File: src/rtl/pattern_scan_ctrl_pkg.sv
// Shared constants, state encoding and helpers for the pattern scan controller.
package pattern_scan_ctrl_pkg;

  localparam int FRAME_W = 25;  // default max frame bits per scan
  localparam int CNT_W   = 3;   // default hit-counter width
  localparam int LEN_W   = 5;   // width of the frame-length field

  typedef enum logic [2:0] {
    ST_IDLE   = 3'b000,
    ST_LOAD   = 3'b001,
    ST_SHIFT  = 3'b010,
    ST_DRAIN  = 3'b011,
    ST_REPORT = 3'b100
  } state_e;

  // Limit a requested length to the physical frame width.
  function automatic logic [LEN_W-1:0] clamp_len(input logic [LEN_W-1:0] len,
                                                  input logic [LEN_W-1:0] max_len);
    return (len > max_len) ? max_len : len;
  endfunction

endpackage

File: src/rtl/pattern_scan_ctrl_if.sv
// Request/response bundle between a frame requester/detector and the controller.
interface pattern_scan_ctrl_if #(
  parameter int FRAME_W = pattern_scan_ctrl_pkg::FRAME_W,
  parameter int CNT_W   = pattern_scan_ctrl_pkg::CNT_W
);
  logic                                  START;
  logic [FRAME_W-1:0]                    FRAME_IN;
  logic [pattern_scan_ctrl_pkg::LEN_W-1:0] FRAME_LEN;
  logic [CNT_W-1:0]                      THRESH;
  logic                                  DET_HIT;
  logic                                  X_OUT;
  logic                                  DET_RST;
  logic                                  READY;
  logic [CNT_W-1:0]                      HIT_CNT;
  logic                                  ALARM;
  logic                                  DONE;

  // Requester side: issues frames and plays the external detector.
  modport master (
    output START, FRAME_IN, FRAME_LEN, THRESH, DET_HIT,
    input  X_OUT, DET_RST, READY, HIT_CNT, ALARM, DONE
  );

  // Controller side.
  modport slave (
    input  START, FRAME_IN, FRAME_LEN, THRESH, DET_HIT,
    output X_OUT, DET_RST, READY, HIT_CNT, ALARM, DONE
  );
endinterface

File: src/rtl/pattern_scan_shreg.sv
// Frame shift register (MSB out first) with a bit down-counter.
module pattern_scan_shreg
  import pattern_scan_ctrl_pkg::LEN_W;
#(
  parameter int FRAME_W = 25
) (
  input  logic               clk,
  input  logic               rst,
  input  logic               i_load,
  input  logic [FRAME_W-1:0] i_frame,
  input  logic [LEN_W-1:0]   i_len,
  input  logic               i_shift_en,
  output logic               o_ser,
  output logic               o_last,
  output logic               o_empty
);

  logic [FRAME_W-1:0] r_shreg;
  logic [LEN_W-1:0]   r_cnt;

  // Load a new frame, or shift one bit out per enabled cycle while bits remain.
  // NOTE: sequential state uses non-blocking assignments so every register
  // samples pre-edge values regardless of statement order.
  always_ff @(posedge clk or posedge rst) begin
    if (rst) begin
      r_shreg <= '0;
      r_cnt   <= '0;
    end else if (i_load) begin
      r_shreg <= i_frame;
      r_cnt   <= i_len;
    end else if (i_shift_en && (r_cnt != '0)) begin
      r_shreg <= {r_shreg[FRAME_W-2:0], 1'b0};
      r_cnt   <= r_cnt - LEN_W'(1);
    end
  end

  assign o_ser   = r_shreg[FRAME_W-1];
  assign o_last  = (r_cnt == LEN_W'(1));
  assign o_empty = (r_cnt == '0);

endmodule

File: src/rtl/pattern_scan_ctrl.sv
// Serialises a frame into an external sequence detector, counts its hits and
// reports a threshold alarm once the frame has fully drained.
module pattern_scan_ctrl #(
  parameter int FRAME_W = pattern_scan_ctrl_pkg::FRAME_W,
  parameter int CNT_W   = pattern_scan_ctrl_pkg::CNT_W
) (
  input logic                   CLK,
  input logic                   RST,
  pattern_scan_ctrl_if.slave    bus
);
  import pattern_scan_ctrl_pkg::*;

  state_e             r_state;
  state_e             w_state_nxt;
  logic [CNT_W-1:0]   r_hit_cnt;
  logic [CNT_W-1:0]   w_hit_cnt_nxt;
  logic [CNT_W-1:0]   r_thresh;
  logic               r_alarm;
  logic               w_accept;
  logic               w_ser;
  logic               w_last;
  logic               w_empty;
  logic [LEN_W-1:0]   w_len_clamped;
  logic               w_ready;
  logic               w_det_rst;
  logic               w_done;
  logic               w_x_out;

  assign w_accept      = (r_state == ST_IDLE) && bus.START;
  assign w_len_clamped = clamp_len(bus.FRAME_LEN, LEN_W'(FRAME_W));

  pattern_scan_shreg #(.FRAME_W(FRAME_W)) u_shreg (
    .clk        (CLK),
    .rst        (RST),
    .i_load     (w_accept),
    .i_frame    (bus.FRAME_IN),
    .i_len      (w_len_clamped),
    .i_shift_en (r_state == ST_SHIFT),
    .o_ser      (w_ser),
    .o_last     (w_last),
    .o_empty    (w_empty)
  );

  // State register.
  always_ff @(posedge CLK or posedge RST) begin
    if (RST) r_state <= ST_IDLE;
    else     r_state <= w_state_nxt;
  end

  // Next-state decode; a zero-length frame skips SHIFT entirely.
  // NOTE: the default assignment first keeps this block free of inferred latches.
  always_comb begin
    w_state_nxt = r_state;
    case (r_state)
      ST_IDLE:   if (bus.START) w_state_nxt = ST_LOAD;
      ST_LOAD:   w_state_nxt = w_empty ? ST_DRAIN : ST_SHIFT;
      ST_SHIFT:  if (w_last) w_state_nxt = ST_DRAIN;
      ST_DRAIN:  w_state_nxt = ST_REPORT;
      ST_REPORT: w_state_nxt = ST_IDLE;
      default:   w_state_nxt = ST_IDLE;
    endcase
  end

  // Moore outputs decoded from the state register (plus registered data bit).
  always_comb begin
    w_ready   = 1'b0;
    w_det_rst = 1'b1;
    w_done    = 1'b0;
    w_x_out   = 1'b0;
    case (r_state)
      ST_IDLE:   w_ready = 1'b1;
      ST_SHIFT: begin
        w_det_rst = 1'b0;
        w_x_out   = w_ser;
      end
      ST_DRAIN:  w_det_rst = 1'b0;
      ST_REPORT: w_done = 1'b1;
      default:   ;
    endcase
  end

  // Saturating increment for a hit sampled this cycle.
  assign w_hit_cnt_nxt = (bus.DET_HIT && (r_hit_cnt != {CNT_W{1'b1}}))
                       ? r_hit_cnt + CNT_W'(1) : r_hit_cnt;

  // Hit counting, threshold capture and alarm evaluation on entry to REPORT.
  always_ff @(posedge CLK or posedge RST) begin
    if (RST) begin
      r_hit_cnt <= '0;
      r_thresh  <= '0;
      r_alarm   <= 1'b0;
    end else if (w_accept) begin
      r_hit_cnt <= '0;
      r_thresh  <= bus.THRESH;
      r_alarm   <= 1'b0;
    end else begin
      if ((r_state == ST_SHIFT) || (r_state == ST_DRAIN)) r_hit_cnt <= w_hit_cnt_nxt;
      // Includes the detector's response to the last bit, seen during DRAIN.
      if (r_state == ST_DRAIN) r_alarm <= (w_hit_cnt_nxt >= r_thresh);
    end
  end

  assign bus.READY   = w_ready;
  assign bus.DET_RST = w_det_rst;
  assign bus.DONE    = w_done;
  assign bus.X_OUT   = w_x_out;
  assign bus.HIT_CNT = r_hit_cnt;
  assign bus.ALARM   = r_alarm;

endmodule

File: src/flat_wrapper.sv
// flat-port wrapper written by rule: the top's interface ports become plain ports
module pattern_scan_ctrl_flat import pattern_scan_ctrl_pkg::*;
#(
  parameter int FRAME_W = pattern_scan_ctrl_pkg::FRAME_W,
  parameter int CNT_W   = pattern_scan_ctrl_pkg::CNT_W
)
  (CLK, RST, bus_START, bus_FRAME_IN, bus_FRAME_LEN, bus_THRESH, bus_DET_HIT, bus_X_OUT, bus_DET_RST, bus_READY, bus_HIT_CNT, bus_ALARM, bus_DONE);
  pattern_scan_ctrl_if #(.FRAME_W(FRAME_W), .CNT_W(CNT_W)) bus_i ();
  input logic CLK;
  input logic RST;
  input wire logic [$bits(bus_i.START)-1:0] bus_START;
  input wire logic [$bits(bus_i.FRAME_IN)-1:0] bus_FRAME_IN;
  input wire logic [$bits(bus_i.FRAME_LEN)-1:0] bus_FRAME_LEN;
  input wire logic [$bits(bus_i.THRESH)-1:0] bus_THRESH;
  input wire logic [$bits(bus_i.DET_HIT)-1:0] bus_DET_HIT;
  output wire logic [$bits(bus_i.X_OUT)-1:0] bus_X_OUT;
  output wire logic [$bits(bus_i.DET_RST)-1:0] bus_DET_RST;
  output wire logic [$bits(bus_i.READY)-1:0] bus_READY;
  output wire logic [$bits(bus_i.HIT_CNT)-1:0] bus_HIT_CNT;
  output wire logic [$bits(bus_i.ALARM)-1:0] bus_ALARM;
  output wire logic [$bits(bus_i.DONE)-1:0] bus_DONE;
  assign bus_i.START = bus_START;
  assign bus_i.FRAME_IN = bus_FRAME_IN;
  assign bus_i.FRAME_LEN = bus_FRAME_LEN;
  assign bus_i.THRESH = bus_THRESH;
  assign bus_i.DET_HIT = bus_DET_HIT;
  assign bus_X_OUT = bus_i.X_OUT;
  assign bus_DET_RST = bus_i.DET_RST;
  assign bus_READY = bus_i.READY;
  assign bus_HIT_CNT = bus_i.HIT_CNT;
  assign bus_ALARM = bus_i.ALARM;
  assign bus_DONE = bus_i.DONE;
  pattern_scan_ctrl #(.FRAME_W(FRAME_W), .CNT_W(CNT_W)) u_core (.CLK(CLK), .RST(RST), .bus(bus_i));
endmodule
File: config.mk
export PLATFORM = sky130hd
export DESIGN_NAME = pattern_scan_ctrl_flat
export DESIGN_NICKNAME = d
export VERILOG_FILES = /design/src/rtl/pattern_scan_ctrl_pkg.sv /design/src/rtl/pattern_scan_ctrl_if.sv /design/src/rtl/pattern_scan_shreg.sv /design/src/rtl/pattern_scan_ctrl.sv /design/src/flat_wrapper.sv
export SDC_FILE = /design/constraint.sdc
export NUM_CORES = 1
export LEC_CHECK = 0
export ABC_AREA = 1
export CAP_MARGIN = 20
export CORE_ASPECT_RATIO = 2
export CORE_MARGIN = 8
export CORE_UTILIZATION = 57
export CTS_BUF_LIST = sky130_fd_sc_hd__clkbuf_2 sky130_fd_sc_hd__clkbuf_4 sky130_fd_sc_hd__clkbuf_8
export DETAILED_ROUTE_END_ITERATION = 10
export GPL_TIMING_DRIVEN = 0
export PLACE_DENSITY = 0.94
export SLEW_MARGIN = 20
export SYNTH_ARGS = -nofsm -noshare
export SYNTH_HDL_FRONTEND = slang
export SYNTH_SLANG_ARGS = --single-unit
File: constraint.sdc
create_clock -name CLK -period 3.4 [get_ports CLK]
set_input_delay 0.34 -clock CLK [delete_from_list [all_inputs] [get_ports CLK]]
set_output_delay 0.34 -clock CLK [all_outputs]
set_load 0.03 [all_outputs]
==> flow_summary.toml, run 1 <==
[route]
viasPerCell = 5.007
ant_nets = 0
drt-pass1-iter-count = 4
wl_um = 5236
drt_iter0_markers = 56
vias = 2073
drcViolationCount = 0
wl_per_cell_um = 12.65

[clocking]
cts-buffers-inserted = 5
cts.sinks = 40
post_cts_buffers = 0
htreeDepth = 2
clock_latency_ns = 0.30
clk_pin_slew_worst_paths_ns = 0.07
cts_root_buffer = "clkbuf_8"
ctsLongestPathBuffers = 2
post_cts_resized = 0
cts_hold_buf = 0
cts_tree = "done"

[pwr]
combPwrFrac = 0.550
p_int_mw = 1.347
switchingPower_mw = 1.137
p_leak_nw = 1.544
power_density_mw_per_mm2 = 874.0
p_sw_frac = 0.4577
worst_ir_drop_vdd_v = 0.0006194
pwr-share-seq = 0.326
p_clk_frac = 0.124

[finish]
final_cell_mix = "nand2_1, clkdlybuf4s50_1, dfrtp_1"
final_cell_count_no_fill = 414
layout.nets = 408
area_delta_synth_final_pct = 27.08
regArea_mm2 = 0.001001
final_common_cell = "nand2_1"
antenna_cells = 0
multi_input_area_mm2 = 0.001075
drive_gt1_frac = 0.08264
n_fill_cell = 299

[yosys]
synthesis.nets = 356
ys_seq_area_frac = 0.4477
post_synth_instance_area_mm2 = 0.002236
synth-seq-cells = 40
syn_avg_cell_area_um2 = 7.189
synth_cell_types = 26
synth_warnings = 0
synth_cells = 311

[setup_path]
r2r-end = "u_core.bus.ALARM$_DFFE_PP0P_"
crit_fanout = 6
cp-end-kind = "output port"
reg2reg_slack_ns = 1.46
r2r_start = "u_core.bus.HIT_CNT[0]$_DFFE_PP0P_"
crit_path_start_kind = "flop"
cp.arrival_ns = 1.96
path_class = "flop to output port"
required_ns = 3.06
worstRegToRegCells = 10

[timing]
post-route-period-util = 0.6770
slew_violations = 0
rsz0062_at_grt = "no"
setup_tns_ns = 0
max_freq_mhz = 434.5
period_needed_ns = 2.302
hold_viol = 0
skew_ns = 0.009579
slew_headroom = 0.7898
setup-violations-final = 0
tightest_slew_ns = 0.3144

[outcome]
status = "finished clean"

[floorplanning]
die_w_um = 60.29
io_pins = 45
start_util = 0.5878
placeableCoreArea_mm2 = 0.003804
num_rows = 32
design.die.area_mm2 = 0.006304
die_h_um = 104.6

[placement]
placed_cells = 407
port_buffers = 44
gp_congestion = 0.7745
dp_hpwl_um = 4011

[flow_run]
maxCapViolCount = 0

[grt]
grt_pass1_wl_um = 9114
grt_max_degree = 35
grtUsageTotal = 0.1840
antenna_found_initial = 0
grt_pass1_vias = 2135
gr-total-overflow = 0

[worst_hold_path]
min_path_type = "input port to asynchronous set/reset pin"
## critical path, cell delays in order (launching register included)
cell	delay, ns
dfrtp_1	0.40
inv_1	0.11
nand2_2	0.11
nor2_4	0.17
inv_1	0.07
nor2_1	0.11
clkdlybuf4s50_1	0.69
## power groups by stage
stage                     Clock, mW  Sequential [mW]  Combinational [mW]
final                         0.308            0.810                1.37
after global routing          0.326            0.832                1.55
after CTS                     0.307            0.808                1.38
after detailed placement          0            0.814                1.36
after global placement            0            0.806                1.30
after floorplan                   0            0.830               0.966
## kinds of logic (layout without fill, tap and decap cells)
| logic type | Yosys count | count (layout) | synth area share |
|---|---|---|---|
| fa+ha+maj | 8 | 8 | 0.04477 |
| compound gates | 17 | 17 | 0.04252 |
| xor+xnor | 1 | 1 | 0.003918 |
| buf+inv | 32 | 84 | 0.07163 |
| simple gates | 213 | 213 | 0.3895 |
| flops | 40 | 40 | 0.4477 |
## sequential cells by signal (all words and copies together) (netlist names)
name	count
u_core.u_shreg.r_shreg	25
u_core.u_shreg.r_cnt	5
u_core.bus.HIT_CNT	3
u_core.r_state	3
u_core.r_thresh	3
u_core.bus.ALARM	1
## synth_stat cells
cell,n,area [um^2]
nand2_1,181,679.4
dfrtp_1,40,1001
inv_1,19,71.32
nand3_1,11,55.05
nor2_1,9,33.78
ha_1,8,100.1
o21ai_1,7,35.03
buf_4,5,37.54
buf_2,3,15.01
o21ai_0,3,15.01
a21boi_0,2,15.01
a21oi_1,2,10.01
a31oi_1,2,12.51
buf_6,2,22.52
inv_2,2,7.510
nand2_2,2,12.51
nand4_1,2,12.51
nor2_4,2,22.52
nor3_1,2,10.01
inv_4,1,6.260
nand2_4,1,11.26
nand3_2,1,10.01
nand3_4,1,17.52
nor2_2,1,6.260
o211ai_1,1,7.510
xor2_1,1,8.760
## worst max-delay path by stage
stage	startpoint	endpoint	slack, ns
after floorplan	u_core.bus.HIT_CNT[0]$_DFFE_PP0P_	u_core.bus.ALARM$_DFFE_PP0P_	1.47
after global placement	RST	u_core.bus.HIT_CNT[1]$_DFFE_PP0P_	1.31
after detailed placement	u_core.r_state[2]$_DFFE_PP0P_	bus_X_OUT	1.42
after CTS	u_core.r_state[2]$_DFFE_PP0P_	bus_X_OUT	1.10
after global routing	u_core.r_state[2]$_DFFE_PP0P_	bus_X_OUT	0.97
final	u_core.r_state[2]$_DFFE_PP0P_	bus_X_OUT	1.10
## metal layers
metal	wire, um	up-vias	global-route usage
met5	0	-	0
met4	145	0	0.09811
met3	209	13	0.03563
met2	2887	46	0.3269
met1	1994	959	0.1881
li1	-	1055	-
## final cells by class
class / instances / share of cell area
Multi-Input combinational cell: 239 / 0.3782
Sequential cell: 40 / 0.3523
Timing Repair Buffer: 45 / 0.1620
Inverter: 22 / 0.02994
Clock buffer: 6 / 0.02686
Buffer: 10 / 0.02642
Tap cell: 51 / 0.02246
Clock inverter: 1 / 0.001761
## metrics by stage
| step | power, mW | utilization | setup slack, ns | instance area [um^2] | hold slack [ns] |
|---|---|---|---|---|---|
| finish | 2.484 | 0.7470 | 1.098 | 2841 | 0.2524 |
| global route | 2.705 | 0.7470 | 0.9731 | 2841 | 0.2727 |
| detailed placement | 2.178 | 0.7257 | 1.421 | 2760 | 0.4592 |
| floorplan | 1.796 | - | 1.469 | 2236 | 0.4419 |
| global placement | 2.110 | 0.7204 | 1.315 | 2740 | 0.4536 |
| CTS | 2.496 | 0.7470 | 1.097 | 2841 | 0.2574 |
No activity file was read; power rests on OpenSTA's default activity.
==> run 2: changes to the inputs <==
--- a/config.mk
+++ b/config.mk
@@ -9,11 +9,11 @@
 export CAP_MARGIN = 20
 export CORE_ASPECT_RATIO = 2
 export CORE_MARGIN = 8
-export CORE_UTILIZATION = 57
+export CORE_UTILIZATION = 48
 export CTS_BUF_LIST = sky130_fd_sc_hd__clkbuf_2 sky130_fd_sc_hd__clkbuf_4 sky130_fd_sc_hd__clkbuf_8
 export DETAILED_ROUTE_END_ITERATION = 10
 export GPL_TIMING_DRIVEN = 0
-export PLACE_DENSITY = 0.94
+export PLACE_DENSITY = 0.85
 export SLEW_MARGIN = 20
 export SYNTH_ARGS = -nofsm -noshare
 export SYNTH_HDL_FRONTEND = slang
==> constraint.sdc (replaced) <==
create_clock -name CLK -period 2 [get_ports CLK]
set_input_delay 0.2 -clock CLK [delete_from_list [all_inputs] [get_ports CLK]]
set_output_delay 0.2 -clock CLK [all_outputs]
set_load 0.03 [all_outputs]
==> flow_summary.toml, run 2 (synthesis results as in run 1) <==
[finish]
postLayoutCoreUtil = 0.6291
final_common_cell = "nand2_1"
fin_area_mm2 = 0.002865
largestRegisters = "u_core.u_shreg.r_shreg x25, u_core.u_shreg.r_cnt x5"
final_cell_mix = "nand2_1, clkdlybuf4s50_1, dfrtp_1"
regMostFlops = "u_core.u_shreg.r_shreg"
antenna_cells = 0
layout.nets = 409
drive_gt1_frac = 0.09341
n_fill_cell = 404
area_delta_synth_final_pct = 28.15
final_cell_count_no_fill = 419
largest_reg_flops = 25

[floorplanning]
design.die.area_mm2 = 0.007231
num_rows = 35
die_h_um = 112.5
start_util = 0.4909
io_pins = 45
die_w_um = 64.26
placeableCoreArea_mm2 = 0.004554

[clocking]
clk_pin_slew_worst_paths_ns = 0.07
cts.sinks = 40
htreeDepth = 2
cts_root_buffer = "clkbuf_8"
ctsLongestPathBuffers = 2
cts_hold_buf = 0
cts_tree = "done"
cts-buffers-inserted = 5
clock_latency_ns = 0.29

[route]
wl_per_cell_um = 12.70
ant_nets = 0
viasPerCell = 4.967
drcViolationCount = 0
drt-pass1-iter-count = 4
vias = 2081
drt_iter0_markers = 88
wl_um = 5323

[flow_run]
maxCapViolCount = 0

[timing]
tightest_slew_ns = 0.3191
period_needed_ns = 1.924
hold_viol = 0
setup-violations-final = 0
slew_headroom = 0.7869
skew_ns = 0.003518
slew_violations = 0
max_freq_mhz = 519.6
post-route-period-util = 0.9622
hold_ws_ns = 0.1303

[placement]
placed_cells = 411
place_area_mm2 = 0.002765
gp_congestion = 0.8229
dp_hpwl_um = 4016
port_buffers = 44

[grt]
grt_pass1_wl_um = 9128
grt_pass1_vias = 2130
antenna_found_initial = 0
gr-total-overflow = 0
grt_max_degree = 34
grtUsageTotal = 0.1548

[pwr]
power_density_mw_per_mm2 = 1475
p_leak_nw = 1.567
worst_ir_drop_vdd_v = 0.0009521

[worst_hold_path]
min_path_type = "input port to asynchronous set/reset pin"

[setup_path]
crit_fanout = 4
crit_path_start_kind = "flop"
path_class = "flop to flop"
required_ns = 2.22
cp-end-kind = "flop"
cp.arrival_ns = 2.14

[outcome]
status = "finished clean"
run 2: area by class of cell:
| cell class | count | area (um^2) | share of cell area |
|---|---|---|---|
| clock buffers | 6 | 76.32 | 0.02664 |
| flip-flops and latches | 40 | 1001 | 0.3493 |
| multi-input cells | 239 | 1085 | 0.3786 |
| plain buffers | 10 | 75.07 | 0.02620 |
| well taps | 55 | 68.82 | 0.02402 |
| inverters | 22 | 85.08 | 0.02969 |
| repair buffers | 46 | 469.2 | 0.1638 |
| clock inverters | 1 | 5.005 | 0.001747 |
run 2: path summary, 6_finish.rpt:
check                           slack (ns)                              startpoint  depth (start not counted)                                      to
worst max-delay path                  0.08       u_core.bus.HIT_CNT[1]$_DFFE_PP0P_                         10            u_core.bus.ALARM$_DFFE_PP0P_
worst min-delay path                  0.13                                     RST                          2       u_core.bus.HIT_CNT[1]$_DFFE_PP0P_
worst max register to register        0.08       u_core.bus.HIT_CNT[1]$_DFFE_PP0P_                         10            u_core.bus.ALARM$_DFFE_PP0P_
worst min register to register        0.47  u_core.u_shreg.r_shreg[18]$_DFFE_PP0P_                          2  u_core.u_shreg.r_shreg[18]$_DFFE_PP0P_
max in group asynchronous             1.44                                     RST                          3  u_core.u_shreg.r_shreg[12]$_DFFE_PP0P_
min in group CLK                      0.46                         bus_FRAME_IN[0]                          3   u_core.u_shreg.r_shreg[0]$_DFFE_PP0P_
run 2: repair_timing:
item / CTS / global route
pin swaps: 0 / 1
setup endpoints to repair: 2 / 2
gates resized for setup: 2 / 4
buffers inserted: 1 / 0
run 2: per-stage QoR:
stage / power [mW] / TNS (ns) / setup WS, ns
after floorplan: 3.053 / 0 / 0.06909
after global placement: 3.596 / 0 / 0.02026
after detailed placement: 3.705 / 0 / 0.005468
after CTS: 4.265 / 0 / 0.04309
after global routing: 4.635 / -0.01767 / -0.01767
final: 4.227 / 0 / 0.07560
run 2: power breakdown:
part           total (mW)  switching, mW  internal (mW)  leakage (nW)
sequential           1.37          0.222           1.14         0.514
clock               0.517          0.266          0.251        0.0445
combinational        2.35           1.43          0.915          1.01
total                4.23           1.92           2.31          1.57
run 2: worst max-delay path, cell delays in order, from the launching register on:
cell and delay [ns]:
dfrtp_1 0.41, ha_1 0.20, ha_1 0.18, inv_2 0.08, nand2_2 0.09, xor2_2 0.20, ha_1 0.29, inv_1 0.04
a21boi_0 0.15, o21ai_1 0.08, a21oi_1 0.13
run 2: per-layer routing:
metal  wire, um  up-vias  track usage
li1           -     1061            -
met1       1928      961       0.1516
met2       3011       43       0.2877
met3        177       16      0.03091
met4        205        0      0.08211
met5          0        -            0
==> run 3: changes to the inputs <==
--- a/config.mk
+++ b/config.mk
@@ -18,3 +18,4 @@
 export SYNTH_ARGS = -nofsm -noshare
 export SYNTH_HDL_FRONTEND = slang
 export SYNTH_SLANG_ARGS = --single-unit
+export TNS_END_PERCENT = 100
==> results of run 3 <==
Same layout as run 2: the final DEF is identical, and so are final timing and power.
